$ cat src/rtl/tdc_mc_uart_pkg.sv
// tdc_mc_uart shared types and helpers.
// State encoding, sync byte and frame length.
package tdc_pkg;

  typedef enum logic [1:0] {
    TDC_IDLE    = 2'd0,
    TDC_MEASURE = 2'd1,
    TDC_SEND    = 2'd2
  } tdc_state_e;

  localparam logic [7:0] TDC_SYNC_BYTE = 8'hA5;

  function automatic int tdc_frame_bytes(
    input int channels,
    input int cnt_w
  );
    return 2 + channels * (cnt_w / 8);
  endfunction

endpackage

$ cat src/rtl/tdc_mc_uart_if.sv
// tdc_mc_uart pin bundle.
// Driver side is master, the TDC is slave.
interface tdc_mc_uart_if #(
  parameter int CHANNELS = 2
);
  logic                start;
  logic [CHANNELS-1:0] stop;
  logic                uart_tx;
  logic                busy;

  modport master (
    output start,
    output stop,
    input  uart_tx,
    input  busy
  );

  modport slave (
    input  start,
    input  stop,
    output uart_tx,
    output busy
  );
endinterface

$ cat src/rtl/uart_tx_byte.sv
// 8N1 byte serialiser, LSB first.
// ready rises as the stop bit ends so bytes chain without gaps.
module uart_tx_byte #(
  parameter int CLK_DIV = 104
) (
  input  logic       clk,
  input  logic       rst,
  input  logic [7:0] data,
  input  logic       valid,
  output logic       ready,
  output logic       tx
);
  localparam int DW = $clog2(CLK_DIV);

  logic          active;
  logic [8:0]    frame;
  logic [3:0]    bit_cnt;
  logic [DW-1:0] div_cnt;
  logic          bit_end;

  assign bit_end = div_cnt == DW'(CLK_DIV - 1);
  assign ready   = !active || (bit_end && bit_cnt == 4'd9);

  always_ff @(posedge clk) begin
    if (!rst) begin
      active  <= 1'b0;
      frame   <= '1;
      bit_cnt <= '0;
      div_cnt <= '0;
      tx      <= 1'b1;
    end else if (valid && ready) begin
      active  <= 1'b1;
      frame   <= {1'b1, data};
      bit_cnt <= '0;
      div_cnt <= '0;
      tx      <= 1'b0;
    end else if (active) begin
      if (bit_end) begin
        div_cnt <= '0;
        if (bit_cnt == 4'd9) begin
          active <= 1'b0;
          tx     <= 1'b1;
        end else begin
          bit_cnt <= bit_cnt + 1'b1;
          tx      <= frame[0];
          frame   <= {1'b1, frame[8:1]};
        end
      end else begin
        div_cnt <= div_cnt + 1'b1;
      end
    end
  end
endmodule

$ cat src/rtl/tdc_mc_uart.sv
// Multi-channel TDC: start arms a counter, each stop latches it,
// then the set is reported as {A5, results MSB first, status}.
import tdc_pkg::*;

module tdc_mc_uart #(
  parameter int CHANNELS = 2,
  parameter int CNT_W    = 16,
  parameter int CLK_DIV  = 104
) (
  input logic           clk,
  input logic           rst,
  tdc_mc_uart_if.slave  io
);
  localparam int NB   = tdc_frame_bytes(CHANNELS, CNT_W);
  localparam int BI_W = $clog2(NB + 1);
  localparam int BPC  = CNT_W / 8;

  localparam logic [1:0] IDLE    = TDC_IDLE;
  localparam logic [1:0] MEASURE = TDC_MEASURE;
  localparam logic [1:0] SEND    = TDC_SEND;

  logic [CHANNELS:0]   s1, s2, s3, edge_q;
  logic [1:0]          state;
  logic [CNT_W-1:0]    cnt;
  logic [CNT_W-1:0]    result [CHANNELS];
  logic [CHANNELS-1:0] flags, tmo, nxt_flags;
  logic [CHANNELS-1:0] stop_e;
  logic [BI_W-1:0]     byte_idx;
  logic                start_e, sat;
  logic                tx_valid, tx_ready;
  logic [7:0]          tx_data;
  logic [NB*8-1:0]     frame_v;

  assign start_e   = edge_q[0];
  assign stop_e    = edge_q[CHANNELS:1];
  assign sat       = &cnt;
  assign nxt_flags = flags | stop_e;
  assign tx_valid  = state == SEND && byte_idx != BI_W'(NB);
  assign io.busy   = state != IDLE;

  always_comb begin
    frame_v = '0;
    frame_v[NB*8-1 -: 8] = TDC_SYNC_BYTE;
    for (int i = 0; i < CHANNELS; i++)
      frame_v[(NB-1-i*BPC)*8-1 -: CNT_W] = result[i];
    frame_v[7:0] = 8'(tmo);
  end

  always_comb begin
    tx_data = '0;
    for (int k = 0; k < NB; k++)
      if (byte_idx == BI_W'(k))
        tx_data = frame_v[(NB-1-k)*8 +: 8];
  end

  // Start and stops share one sync/edge path so latency cancels.
  always_ff @(posedge clk) begin
    if (!rst) begin
      s1       <= '0;
      s2       <= '0;
      s3       <= '0;
      edge_q   <= '0;
      state    <= IDLE;
      cnt      <= '0;
      flags    <= '0;
      tmo      <= '0;
      byte_idx <= '0;
      for (int i = 0; i < CHANNELS; i++)
        result[i] <= '0;
    end else begin
      s1     <= {io.stop, io.start};
      s2     <= s1;
      s3     <= s2;
      edge_q <= s2 & ~s3;
      unique case (state)
        IDLE: begin
          if (start_e) begin
            cnt   <= CNT_W'(1);
            flags <= '0;
            tmo   <= '0;
            state <= MEASURE;
          end
        end
        MEASURE: begin
          cnt <= cnt + 1'b1;
          for (int i = 0; i < CHANNELS; i++) begin
            if (stop_e[i] && !flags[i]) begin
              result[i] <= cnt;
            end else if (sat && !flags[i]) begin
              result[i] <= '1;
              tmo[i]    <= 1'b1;
            end
          end
          flags <= sat ? '1 : nxt_flags;
          if (sat || &nxt_flags) begin
            byte_idx <= '0;
            state    <= SEND;
          end
        end
        SEND: begin
          if (tx_ready) begin
            if (tx_valid) byte_idx <= byte_idx + 1'b1;
            else          state    <= IDLE;
          end
        end
        default: state <= IDLE;
      endcase
    end
  end

  uart_tx_byte #(
    .CLK_DIV(CLK_DIV)
  ) u_tx (
    .clk  (clk),
    .rst  (rst),
    .data (tx_data),
    .valid(tx_valid),
    .ready(tx_ready),
    .tx   (io.uart_tx)
  );
endmodule

$ cat src/flat_wrapper.sv
// flat-port wrapper written by rule: the top's interface ports become plain ports
module tdc_mc_uart_flat 
#(
  parameter int CHANNELS = 2,
  parameter int CNT_W    = 16,
  parameter int CLK_DIV  = 104
)
  (clk, rst, io_start, io_stop, io_uart_tx, io_busy);
  tdc_mc_uart_if #(.CHANNELS(CHANNELS)) io_i ();
  input logic clk;
  input logic rst;
  input wire logic [$bits(io_i.start)-1:0] io_start;
  input wire logic [$bits(io_i.stop)-1:0] io_stop;
  output wire logic [$bits(io_i.uart_tx)-1:0] io_uart_tx;
  output wire logic [$bits(io_i.busy)-1:0] io_busy;
  assign io_i.start = io_start;
  assign io_i.stop = io_stop;
  assign io_uart_tx = io_i.uart_tx;
  assign io_busy = io_i.busy;
  tdc_mc_uart #(.CHANNELS(CHANNELS), .CNT_W(CNT_W), .CLK_DIV(CLK_DIV)) u_core (.clk(clk), .rst(rst), .io(io_i));
endmodule
$ cat config.mk
export PLATFORM = sky130hd
export DESIGN_NAME = tdc_mc_uart_flat
export DESIGN_NICKNAME = d
export VERILOG_FILES = /design/src/rtl/tdc_mc_uart_pkg.sv /design/src/rtl/tdc_mc_uart_if.sv /design/src/rtl/uart_tx_byte.sv /design/src/rtl/tdc_mc_uart.sv /design/src/flat_wrapper.sv
export SDC_FILE = /design/constraint.sdc
export NUM_CORES = 1
export LEC_CHECK = 0
export CORE_MARGIN = 4
export CORE_UTILIZATION = 48
export DETAILED_ROUTE_END_ITERATION = 12
export PLACE_DENSITY_LB_ADDON = 0.15
export SLEW_MARGIN = 20
export SYNTH_ARGS = -nofsm -noshare
export SYNTH_HDL_FRONTEND = slang
export SYNTH_SLANG_ARGS = --single-unit
$ cat constraint.sdc
create_clock -name clk -period 3 [get_ports clk]
set_clock_uncertainty 0.05 [all_clocks]
set_input_delay 0.6 -clock clk [delete_from_list [all_inputs] [get_ports clk]]
set_output_delay 0.6 -clock clk [all_outputs]
set_load 0.03 [all_outputs]
Word-level counts from Yosys, hierarchy flattened
Memory sizes are Yosys's and may differ from the RTL's.
Cells that the tools add are included.
{"block": "classes", "n_addsub": 4, "n_eq_ne": 20, "mux": 61, "n_bitwise": 9, "reduce_logical": 30}
{"operator": "$mux 16", "n": 5}
{"operator": "$mux 8", "n": 10}
{"operator": "$pmux 16 s2", "n": 1}
{"operator": "$mux 1", "n": 31}
{"operator": "$add 16x1->16 const B", "n": 1}
{"operator": "$reduce_and 16->1", "n": 1}
{"operator": "$reduce_and 4->1", "n": 4}
{"operator": "$mux 2", "n": 6}
{"operator": "$ne 2x1->1 const B", "n": 5}
{"operator": "$ne 2x2->1 const B", "n": 5}
{"operator": "$reduce_bool 2->1", "n": 5}
{"operator": "$mux 3", "n": 3}
{"operator": "$pmux 2 s2", "n": 2}
{"operator": "$add 7x1->7 const B", "n": 1}
{"operator": "$eq 7x7->1 const B", "n": 1}
{"operator": "$logic_and 1x1->1", "n": 7}
{"operator": "$mux 7", "n": 1}
{"operator": "$eq 3x2->1 const B", "n": 2}
{"operator": "$eq 3x3->1 const B", "n": 2}
{"operator": "$pmux 2 s3", "n": 1}
{"operator": "$pmux 3 s2", "n": 1}
{"operator": "$reduce_and 2->1", "n": 3}
{"operator": "$reduce_and 3->1", "n": 2}
{"operator": "$add 4x1->4 const B", "n": 1}
{"operator": "16 further kinds", "n": 23}
{"block": "totals", "reg_bits": 58, "ram_bits": 32, "in_bits": 5, "output_inout_bits": 2, "wordCells": 140, "n_memories": 1}
{"name": "u_core.result", "words": 2, "word_bits": 16, "rd": 2, "rd_clocked_by_memory_dff": 0, "wr": 2, "line": "tdc_mc_uart.sv:25", "rtl": "logic [CNT_W-1:0] result [CHANNELS];"}

Logic depth before layout (Yosys ltp)
Gate-level depths: netlist of the first run.
{"block": "logic_depth", "word_depth": 8, "ltp_mapped": 10, "depth_no_buf": 7}

By module
From an unflattened synthesis of the first run, not the netlist that was laid out.
{"block": "unflattened", "cells_unflattened": 474, "area_unflattened_um2": 4252.8}
{"module": "tdc_mc_uart", "instances": 1, "cells_each": 367, "area_per_inst_um2": 3285.7, "seq_area_each_um2": 1541.5}
{"module": "uart_tx_byte", "instances": 1, "cells_each": 107, "area_per_inst_um2": 967.2, "seq_area_each_um2": 420.4}

Least setup slack after synthesis of the first run
Ideal clock, no wire load.
{"block": "synth_path", "kind": "flip-flop to flip-flop", "startpoint": "register u_core.cnt[0]", "endpoint": "memory u_core.result[0][0] (enable)", "setup_time_ns": 0.414, "arrival_ns": 2.321, "required_time_ns": 2.536, "setup_slack_ns": 0.215, "path_stages_with_launch": 6, "n_path_buf": 0, "period_less_slack_ns": 2.785, "cell_sequence": "dfxtp_1 ha_1 inv_1 nor3_4 a21oi_2 o31ai_1"}
{"element": "start: declaration", "line": "tdc_mc_uart.sv:24", "rtl": "logic [CNT_W-1:0] cnt;"}
{"element": "start signal: assignment", "line": "tdc_mc_uart.sv:85", "rtl": "cnt <= cnt + 1'b1;"}
{"element": "end: declaration", "line": "tdc_mc_uart.sv:25"}

Worst setup path in the final report of the first run
{"block": "layout_path", "startpoint": "register u_core.byte_idx[2]", "endpoint": "register u_core.u_tx.frame[6]"}
{"block": "layout_via", "elab_chain_cells": 7, "word_cells_on_any_way": 18, "classes_between": "eq/ne: 7; mux: 6; reduce/logical: 5"}
{"element": "start: declaration", "line": "tdc_mc_uart.sv:28", "rtl": "logic [BI_W-1:0] byte_idx;"}
{"element": "start signal: assignment", "line": "tdc_mc_uart.sv:102", "rtl": "if (tx_valid) byte_idx <= byte_idx + 1'b1;"}
{"element": "$eq 3x1->1", "line": "tdc_mc_uart.sv:52", "rtl": "if (byte_idx == BI_W'(k))"}
{"element": "$mux 8 (5 in a row)", "line": "tdc_mc_uart.sv:52"}
{"element": "$mux 8", "line": "uart_tx_byte.sv:31", "rtl": "end else if (valid && ready) begin"}
{"element": "end signal: assignment", "line": "uart_tx_byte.sv:33", "rtl": "frame <= {1'b1, data};"}
{"element": "end signal: assignment", "line": "uart_tx_byte.sv:46", "rtl": "frame <= {1'b1, frame[8:1]};"}
{"element": "end: declaration", "line": "uart_tx_byte.sv:16", "rtl": "logic [8:0] frame;"}
Several ways; a longest one is shown, not always the timed one.
A chain may end at the register's enable or synchronous reset.

==> results.cfg, run 1 <==
[status]
status = finished, final reports clean

[yosys]
ys_types = 72
synth_area_leaders = dfxtp_1, edfxtp_1, nand2_1
synth_commonest_cells = dfxtp_1, nand2_1, nor2_1, and2_1, o21ai_0
synth_top_area_share_pct = 35.0
yosysMostFrequentCell = dfxtp_1
ys.flop_type = dfxtp_1
ys_warn_count = 0
yosysTopAreaCell = dfxtp_1
yosysSeqAreaShare_pct = 46.4
synth_cells = 457
netlist_area_um2 = 4230
ys_seq_elements = 90
synth_edf_count = 16
syn_nets = 471
avgSynthCellArea_um2 = 9.26
async_reset_ff_share_pct = 0

[detailed_routing]
drcViolationCount = 0
viasPerCell = 5.83
finalWirelength_um = 9430
wl_per_cell_um = 16.7
ant_nets = 0
vias = 3294
first_pass_iters = 5
drtIter0Drc = 210

[floorplan]
core_area_um2 = 8380
dieHeight_um = 102
die_area_um2 = 10400
die_w_um = 102
initial_core_util_pct = 50.5
boundaryPins = 7
row_count = 33

[worst_setup_path]
critical_path_required_ns = 3.25
path_delay_family = flip-flops
critical_path.cell_chain = inv_1, ha_1, nor3b_1, a221oi_1, o32a_1, o21ai_1
reg2reg_setup_slack_ns = 0.46
path_class = reg -> reg
crit_path_top_delay_cell = dfxtp_1
cpPeakStageDelay_ns = 0.67
reg2reg_from = u_core.byte_idx[2]$_SDFFE_PN0P_
endpoint_kind = flip-flop
crit_buf_inv = 1
arrival_ns = 2.79
cp_max_fo = 16
start_kind = flip-flop
setup.worst_path.start = u_core.byte_idx[2]$_SDFFE_PN0P_

[place]
numPortBuffers = 6
hpwlAfterDp_um = 6660
routabilityCongestion = 0.846

[cells_and_area]
num-fill-cells = 755
final_layout_size_suffix_gt1_share_pct = 9.35
multi_input_area_um2 = 2120
seq_area_um2 = 1960
nets = 469
area_growth_pct = 8.40
antenna_cells = 0

[power]
pwr-share-comb_pct = 3.1
p_leak_nw = 1.78
powerDensity_nw_per_um2 = 473
pwr-share-clk_pct = 39.5
switching_power_mw = 0.479
intPower_mw = 1.69
max-vdd-ir-drop_mv = 0.231
power_frac_seq_pct = 57.4
netSwitchingFraction_pct = 22.1
p_total_mw = 2.17

[sta]
slew_headroom_pct = 47.8
tightest_slew_ns = 0.779
max_freq_mhz = 393
finalSetupViolations = 0
fin_setup_tns_ns = 0
rsz0062_at_grt = no
slew_violations = 0
hold_viol = 0
finalCriticalPeriod_ns = 2.54
period_share_pct = 84.8

[global_routing]
grt_usage_pct = 19.5
grt_overflow = 0
grt_start_max_net_pins = 46
grt_pass1_vias = 3085
grt_pass1_wl_um = 15800
antenna_found_initial = 0

[clocking]
cts_tree = yes
numCtsBuffers = 9
postCtsHoldBufs = 0
root_buffer = clkbuf_8
path_clk_slew_ns = 0.09
post-cts-setup-buffers = 0
clockBufferDepth = 2
cts_sinks = 90
clk_latency_ns = 0.36
htreeDepth = 3

[hold_path]
holdCritPathClass = reg -> reg
hold_start = u_core.s3[2]$_SDFF_PN0_

[flow_run]
max_cap_viol_count = 0
## final timing paths
| path | end | cells past startpoint |
|---|---|---|
| worst max-delay path | u_core.u_tx.frame[6]$_SDFFE_PN1P_ | 6 |
| worst min-delay path | u_core.edge_q[2]$_SDFF_PN0_ | 1 |
| worst max register to register | u_core.u_tx.frame[6]$_SDFFE_PN1P_ | 6 |
| worst min register to register | u_core.edge_q[2]$_SDFF_PN0_ | 1 |
## cells in the final DEF, fill, tap and decap left out, drive strengths merged, types with 3 or more instances in the layout
cell,n
and3,5
a22oi,20
nand3,17
nor2b,16
a21oi,17
nor2,38
xnor2,3
ha,9
a221oi,3
o311ai,3
nand2b,3
o32a,3
a21boi,7
buf,7
xor2,9
nand2,53
nor3,6
dfxtp,74
clkdlybuf4s50,6
clkbuf,14
a211oi,5
or3,5
or2,5
inv,12
o21ai,25
and2,25
edfxtp,16
o221ai,3
o31ai,3
nand4,9
## through the flow
stage / hold WS (ns) / util, % / instances / setup slack [ns] / area (um2)
6_report: 0.337 / 54.7 / 565 / 0.456 / 4590
5_1_grt: 0.354 / 54.7 / 565 / 0.247 / 4590
4_1_cts: 0.341 / 54.6 / 565 / 0.326 / 4580
3_5_place_dp: 0.329 / 52.1 / 549 / 0.352 / 4370
3_3_place_gp: 0.323 / 52.1 / 549 / 0.368 / 4370
2_1_floorplan: 0.317 / - / 457 / 0.215 / 4230
## kinds of logic (layout without fill, tap and decap cells)
logic type | count (synthesis) | count (layout) | share of synthesized area [%]
AO/OA/AOI/OAI | 111 | 111 | 19.2
XOR/XNOR | 12 | 12 | 2.48
adder cells (fa/ha/maj) | 9 | 9 | 2.66
buffers and inverters | 38 | 41 | 3.70
flip-flops | 90 | 90 | 46.4
multiplexers | 2 | 2 | 0.503
AND/OR/NAND/NOR | 195 | 195 | 25.1
## power groups by stage
stage	clock network [mW]	registers [mW]	logic, mW
floorplan	0	1.27	0.0417
global placement	0	1.27	0.0669
detailed placement	0	1.27	0.0669
CTS	0.870	1.25	0.0674
global route	0.932	1.25	0.0736
finish	0.858	1.25	0.0670
## layout make-up
class / count / share of cell area (%)
Multi-Input combinational cell: 329 / 46.3
Sequential cell: 90 / 42.8
Clock buffer: 14 / 4.26
Tap cell: 105 / 2.86
Timing Repair Buffer: 13 / 2.46
Inverter: 12 / 0.982
Clock inverter: 2 / 0.355
## worst reg2reg max path, stage by stage (launching register included)
cell	delay, ns
dfxtp_1	0.67
inv_1	0.17
ha_1	0.39
nor3b_1	0.54
a221oi_1	0.20
o32a_1	0.33
o21ai_1	0.12
## state kept, by name (all words and copies together), names as in the netlist
register             count
u_core.u_tx.frame        8
u_core.s1                3
u_core.u_tx.tx           1
u_core.u_tx.bit_cnt      4
u_core.byte_idx          3
u_core.tmo               2
u_core.state             2
u_core.s3                3
u_core.flags             2
u_core.cnt              16
u_core.result           32
u_core.u_tx.div_cnt      7
u_core.u_tx.active       1
u_core.s2                3
u_core.edge_q            3
## routing by layer
layer  track usage, %  vias to the layer above  wire length (um)
met2             30.8                       58              4470
met3             3.62                       14               272
met4             7.47                        0               157
li1                 -                     1632                 -
met5                0                        -                 0
met1             26.6                     1590              4540
## timing repair
action / 4_1_cts / 5_1_grt
endpoints found under the setup margin: 0 / 1
endpoints found under the hold margin: 0 / 0
gates resized for setup: 0 / 1
No activity file was read; power rests on OpenSTA's default activity.
==> inputs of run 2 (changes only) <==
- clock period: 3 -> 2.5 ns (I/O delays scaled with it)
==> results.cfg, run 2 (synthesis results as in run 1) <==
[worst_setup_path]
crit_buf_inv = 1
reg2reg_from = u_core.cnt[10]$_SDFFE_PN0P_
arrival_ns = 1.80
reg2reg_setup_slack_ns = 0.37
path_class = reg -> out
endpoint_kind = output port
rr_worst_depth = 5
cp_max_fo = 11
reg2reg_to = u_core.result[1][14]$_SDFFE_PP1P_
critical_path.cell_chain = or2_2, clkdlybuf4s50_1
crit_path_top_delay_cell = clkdlybuf4s50_1
cpPeakStageDelay_ns = 0.66
critical_path_required_ns = 1.95
start_kind = flip-flop
path_delay_family = buffers and inverters

[clocking]
cts_tree = yes
cts_sinks = 90
postCtsHoldBufs = 0
cts.repair.resized = 0
numCtsBuffers = 9
clk_latency_ns = 0.36
clockBufferDepth = 2
htreeDepth = 3
path_clk_slew_ns = 0.09
root_buffer = clkbuf_8
post-cts-setup-buffers = 0

[status]
status = finished, final reports clean

[flow_run]
max_cap_viol_count = 0

[sta]
slew_violations = 0
period_share_pct = 94.0
tightest_slew_ns = 0.635
fin_setup_tns_ns = 0
finalSetupViolations = 0
slew_headroom_pct = 57.6
hold_viol = 0
layout_setup_ws_ns = 0.149
finalCriticalPeriod_ns = 2.35
rsz0062_at_grt = no
fin_hold_ws_ns = 0.337
max_freq_mhz = 425

[cells_and_area]
nets = 479
final_layout_size_suffix_gt1_share_pct = 11.3
num-fill-cells = 758
fin_cells = 575
antenna_cells = 0
reg_top3 = u_core.result: 32 flops, u_core.cnt: 16 flops, u_core.u_tx.frame: 8 flops
final_util_pct = 55.7
largest-register = u_core.result
area_growth_pct = 10.3
largest_reg_flops = 32
layout_commonest_cell = dfxtp_1
most-common-layout-cells = dfxtp_1, nand2_1, nor2_1
finalInstanceArea_um2 = 4670

[global_routing]
grt_overflow = 0
grt.met2_usage_pct = 31.2
grt_util_met1_pct = 27.4
grt_pass1_wl_um = 16200
grt_pass1_vias = 3254
top_usage_layer = met2
antenna_found_initial = 0
grt_start_max_net_pins = 26
grt_usage_pct = 19.9
grt_util_met3_pct = 4.44

[hold_path]
hold_start = u_core.s3[0]$_SDFF_PN0_
holdCritPathClass = reg -> reg
min_to = u_core.edge_q[0]$_SDFF_PN0_
min_delay_path_depth = 1

[detailed_routing]
ant_nets = 0
vias = 3373
finalWirelength_um = 9540
wl_per_cell_um = 16.6
drcViolationCount = 0
drtIter0Drc = 169
viasPerCell = 5.87
first_pass_iters = 5

[place]
post-place-ws_ns = 0.358
dp_cells = 559
place_area_um2 = 4440
numPortBuffers = 6
routabilityCongestion = 0.911
hpwlAfterDp_um = 6810

[power]
max-vdd-ir-drop_mv = 0.262
p_leak_nw = 1.84
powerDensity_nw_per_um2 = 574
p_total_mw = 2.68

[floorplan]
boundaryPins = 7
initial_core_util_pct = 50.5
dieHeight_um = 102
die_area_um2 = 10400
die_w_um = 102
row_count = 33
core_area_um2 = 8380
[run 2: layer usage]
metal,share of wire (%),wire [um],vias up
met4,2.1,202,0
met2,45,4330,90
li1,-,-,1668
met5,0,0,-
met1,47,4510,1596
met3,5.3,502,19
[run 2: layout make-up]
cell class	instances	area [um2]	share of cell area [%]
Timing Repair Buffer	23	188	4.02
Tap cell	105	131	2.82
Inverter	12	45.0	0.965
Clock inverter	3	42.5	0.912
Sequential cell	90	1960	42.0
Multi-Input combinational cell	329	2120	45.4
Clock buffer	13	180	3.86
[run 2: how the worst max path moves through the flow]
stage / depth (start not counted) / end / start
after global placement: 6 / u_core.byte_idx[0]$_SDFFE_PN0P_ / rst
after floorplan: 5 / u_core.result[0][0]$_SDFFCE_PN0P_ / u_core.cnt[0]$_SDFFE_PN0P_
after detailed placement: 5 / u_core.result[1][14]$_SDFFE_PP1P_ / u_core.cnt[10]$_SDFFE_PN0P_
final: 2 / io_busy / u_core.state[0]$_SDFFE_PN0P_
after CTS: 2 / io_busy / u_core.state[0]$_SDFFE_PN0P_
after global routing: 2 / io_busy / u_core.state[0]$_SDFFE_PN0P_
[run 2: where the power goes]
group / switching, mW / total, mW / internal (mW)
logic: 0.0493 / 0.0785 / 0.0292
registers: 0.00823 / 1.50 / 1.49
clock network: 0.521 / 1.10 / 0.580
==> inputs of run 3 (changes only) <==
- CORE_MARGIN: 4 -> 2
==> results.cfg, run 3 (synthesis results as in run 1) <==
[sta]
max_freq_mhz = 455
period_share_pct = 87.8
tightest_slew_ns = 0.623
rsz0062_at_grt = no
slew_violations = 0
fin_setup_tns_ns = 0
finalCriticalPeriod_ns = 2.20
slew_headroom_pct = 58.4
finalSetupViolations = 0
hold_viol = 0

[cells_and_area]
fin_cells = 581
layout_commonest_cell = dfxtp_1
most-common-layout-cells = dfxtp_1, nand2_1, nor2_1
nets = 482
largest_reg_flops = 32
num-fill-cells = 800
antenna_cells = 0
reg_top3 = u_core.result: 32 flops, u_core.cnt: 16 flops, u_core.u_tx.frame: 8 flops
final_layout_size_suffix_gt1_share_pct = 12.1
area_growth_pct = 10.8
largest-register = u_core.result

[detailed_routing]
vias = 3289
viasPerCell = 5.66
finalWirelength_um = 9070
first_pass_iters = 5
drcViolationCount = 0
drtIter0Drc = 144
ant_nets = 0
wl_per_cell_um = 15.6

[clocking]
numCtsBuffers = 9
clockBufferDepth = 2
post-cts-setup-buffers = 0
clk_latency_ns = 0.35
cts_tree = yes
htreeDepth = 3
cts.repair.resized = 0
postCtsHoldBufs = 0
path_clk_slew_ns = 0.10
cts_sinks = 90
root_buffer = clkbuf_8

[place]
numPortBuffers = 6
routabilityCongestion = 0.840
dp_cells = 565
hpwlAfterDp_um = 6910

[global_routing]
grt_pass1_vias = 3182
grt_usage_pct = 20.2
grt_start_max_net_pins = 21
antenna_found_initial = 0
grt_overflow = 0
grt_pass1_wl_um = 15800

[floorplan]
die_area_um2 = 9580
initial_core_util_pct = 49.0
boundaryPins = 7
die_w_um = 97.9
row_count = 34
dieHeight_um = 97.9
core_area_um2 = 8640

[status]
status = finished, final reports clean

[worst_setup_path]
reg2reg_to = u_core.byte_idx[0]$_SDFFE_PN0P_
endpoint = io_busy
arrival_ns = 1.65
endpoint_kind = output port
reg2reg_setup_slack_ns = 0.33
cp_max_fo = 7
critical_path_required_ns = 1.95
path_class = reg -> out
start_kind = flip-flop
reg2reg_from = u_core.u_tx.div_cnt[0]$_SDFFE_PP0P_
setup.worst_path.start = u_core.state[1]$_SDFFE_PN0P_
rr_worst_depth = 6

[power]
max-vdd-ir-drop_mv = 0.237
pwr-share-clk_pct = 40.1
powerDensity_nw_per_um2 = 561
p_leak_nw = 1.85
intPower_mw = 2.01
pwr-share-comb_pct = 3.0
netSwitchingFraction_pct = 23.5
power_frac_seq_pct = 56.8
switching_power_mw = 0.619

[hold_path]
holdCritPathClass = reg -> reg
min_delay_path_depth = 1

[flow_run]
max_cap_viol_count = 0
## run 3: how the worst min path moves through the flow
stage	startpoint	end	slack (ns)
after floorplan	u_core.s3[0]$_SDFF_PN0_	u_core.edge_q[0]$_SDFF_PN0_	0.32
after global placement	u_core.s3[0]$_SDFF_PN0_	u_core.edge_q[0]$_SDFF_PN0_	0.32
after detailed placement	u_core.s3[1]$_SDFF_PN0_	u_core.edge_q[1]$_SDFF_PN0_	0.33
after CTS	u_core.s3[1]$_SDFF_PN0_	u_core.edge_q[1]$_SDFF_PN0_	0.34
after global routing	u_core.s3[1]$_SDFF_PN0_	u_core.edge_q[1]$_SDFF_PN0_	0.36
final	u_core.s3[1]$_SDFF_PN0_	u_core.edge_q[1]$_SDFF_PN0_	0.34
## run 3: worst max-delay path, stage by stage, from the launching register on
cell,delay (ns)
dfxtp_1,0.38
or2_2,0.32
clkdlybuf4s50_1,0.60
## run 3: power by group through the flow
stage	clock [mW]	sequential [mW]	combinational [mW]
detailed placement	0	1.53	0.0807
global placement	0	1.53	0.0805
floorplan	0	1.53	0.0505
CTS	1.09	1.50	0.0811
finish	1.06	1.49	0.0800
global route	1.15	1.50	0.0897
## run 3: cell type report
type | instances | area, um2 | area share (%)
flip-flops and latches | 90 | 1960 | 41.9
inverters | 12 | 45.0 | 0.961
multi-input cells | 329 | 2120 | 45.2
well taps | 108 | 135 | 2.88
clock buffers | 9 | 124 | 2.64
clock inverters | 7 | 93.8 | 2.00
repair buffers | 26 | 210 | 4.48
## run 3: layer usage
layer  track usage, %  up-vias  routed length, um
met5                0        -                  0
met2             33.4       64               4440
met4             7.26        0                146
met3             4.15       10                344
li1                 -     1672                  -
met1             26.3     1543               4140
## run 3: stage by stage
| step | instance area, um2 | worst slack [ns] | util (%) | power (mW) | hold slack (ns) |
|---|---|---|---|---|---|
| 5_1_grt | 4690 | 0.199 | 54.3 | 2.74 | 0.359 |
| 3_3_place_gp | 4470 | 0.385 | 51.8 | 1.61 | 0.321 |
| 6_report | 4690 | 0.304 | 54.3 | 2.63 | 0.338 |
| 4_1_cts | 4690 | 0.280 | 54.3 | 2.67 | 0.340 |
| 2_1_floorplan | 4240 | 0.210 | - | 1.58 | 0.317 |
| 3_5_place_dp | 4470 | 0.372 | 51.8 | 1.61 | 0.325 |
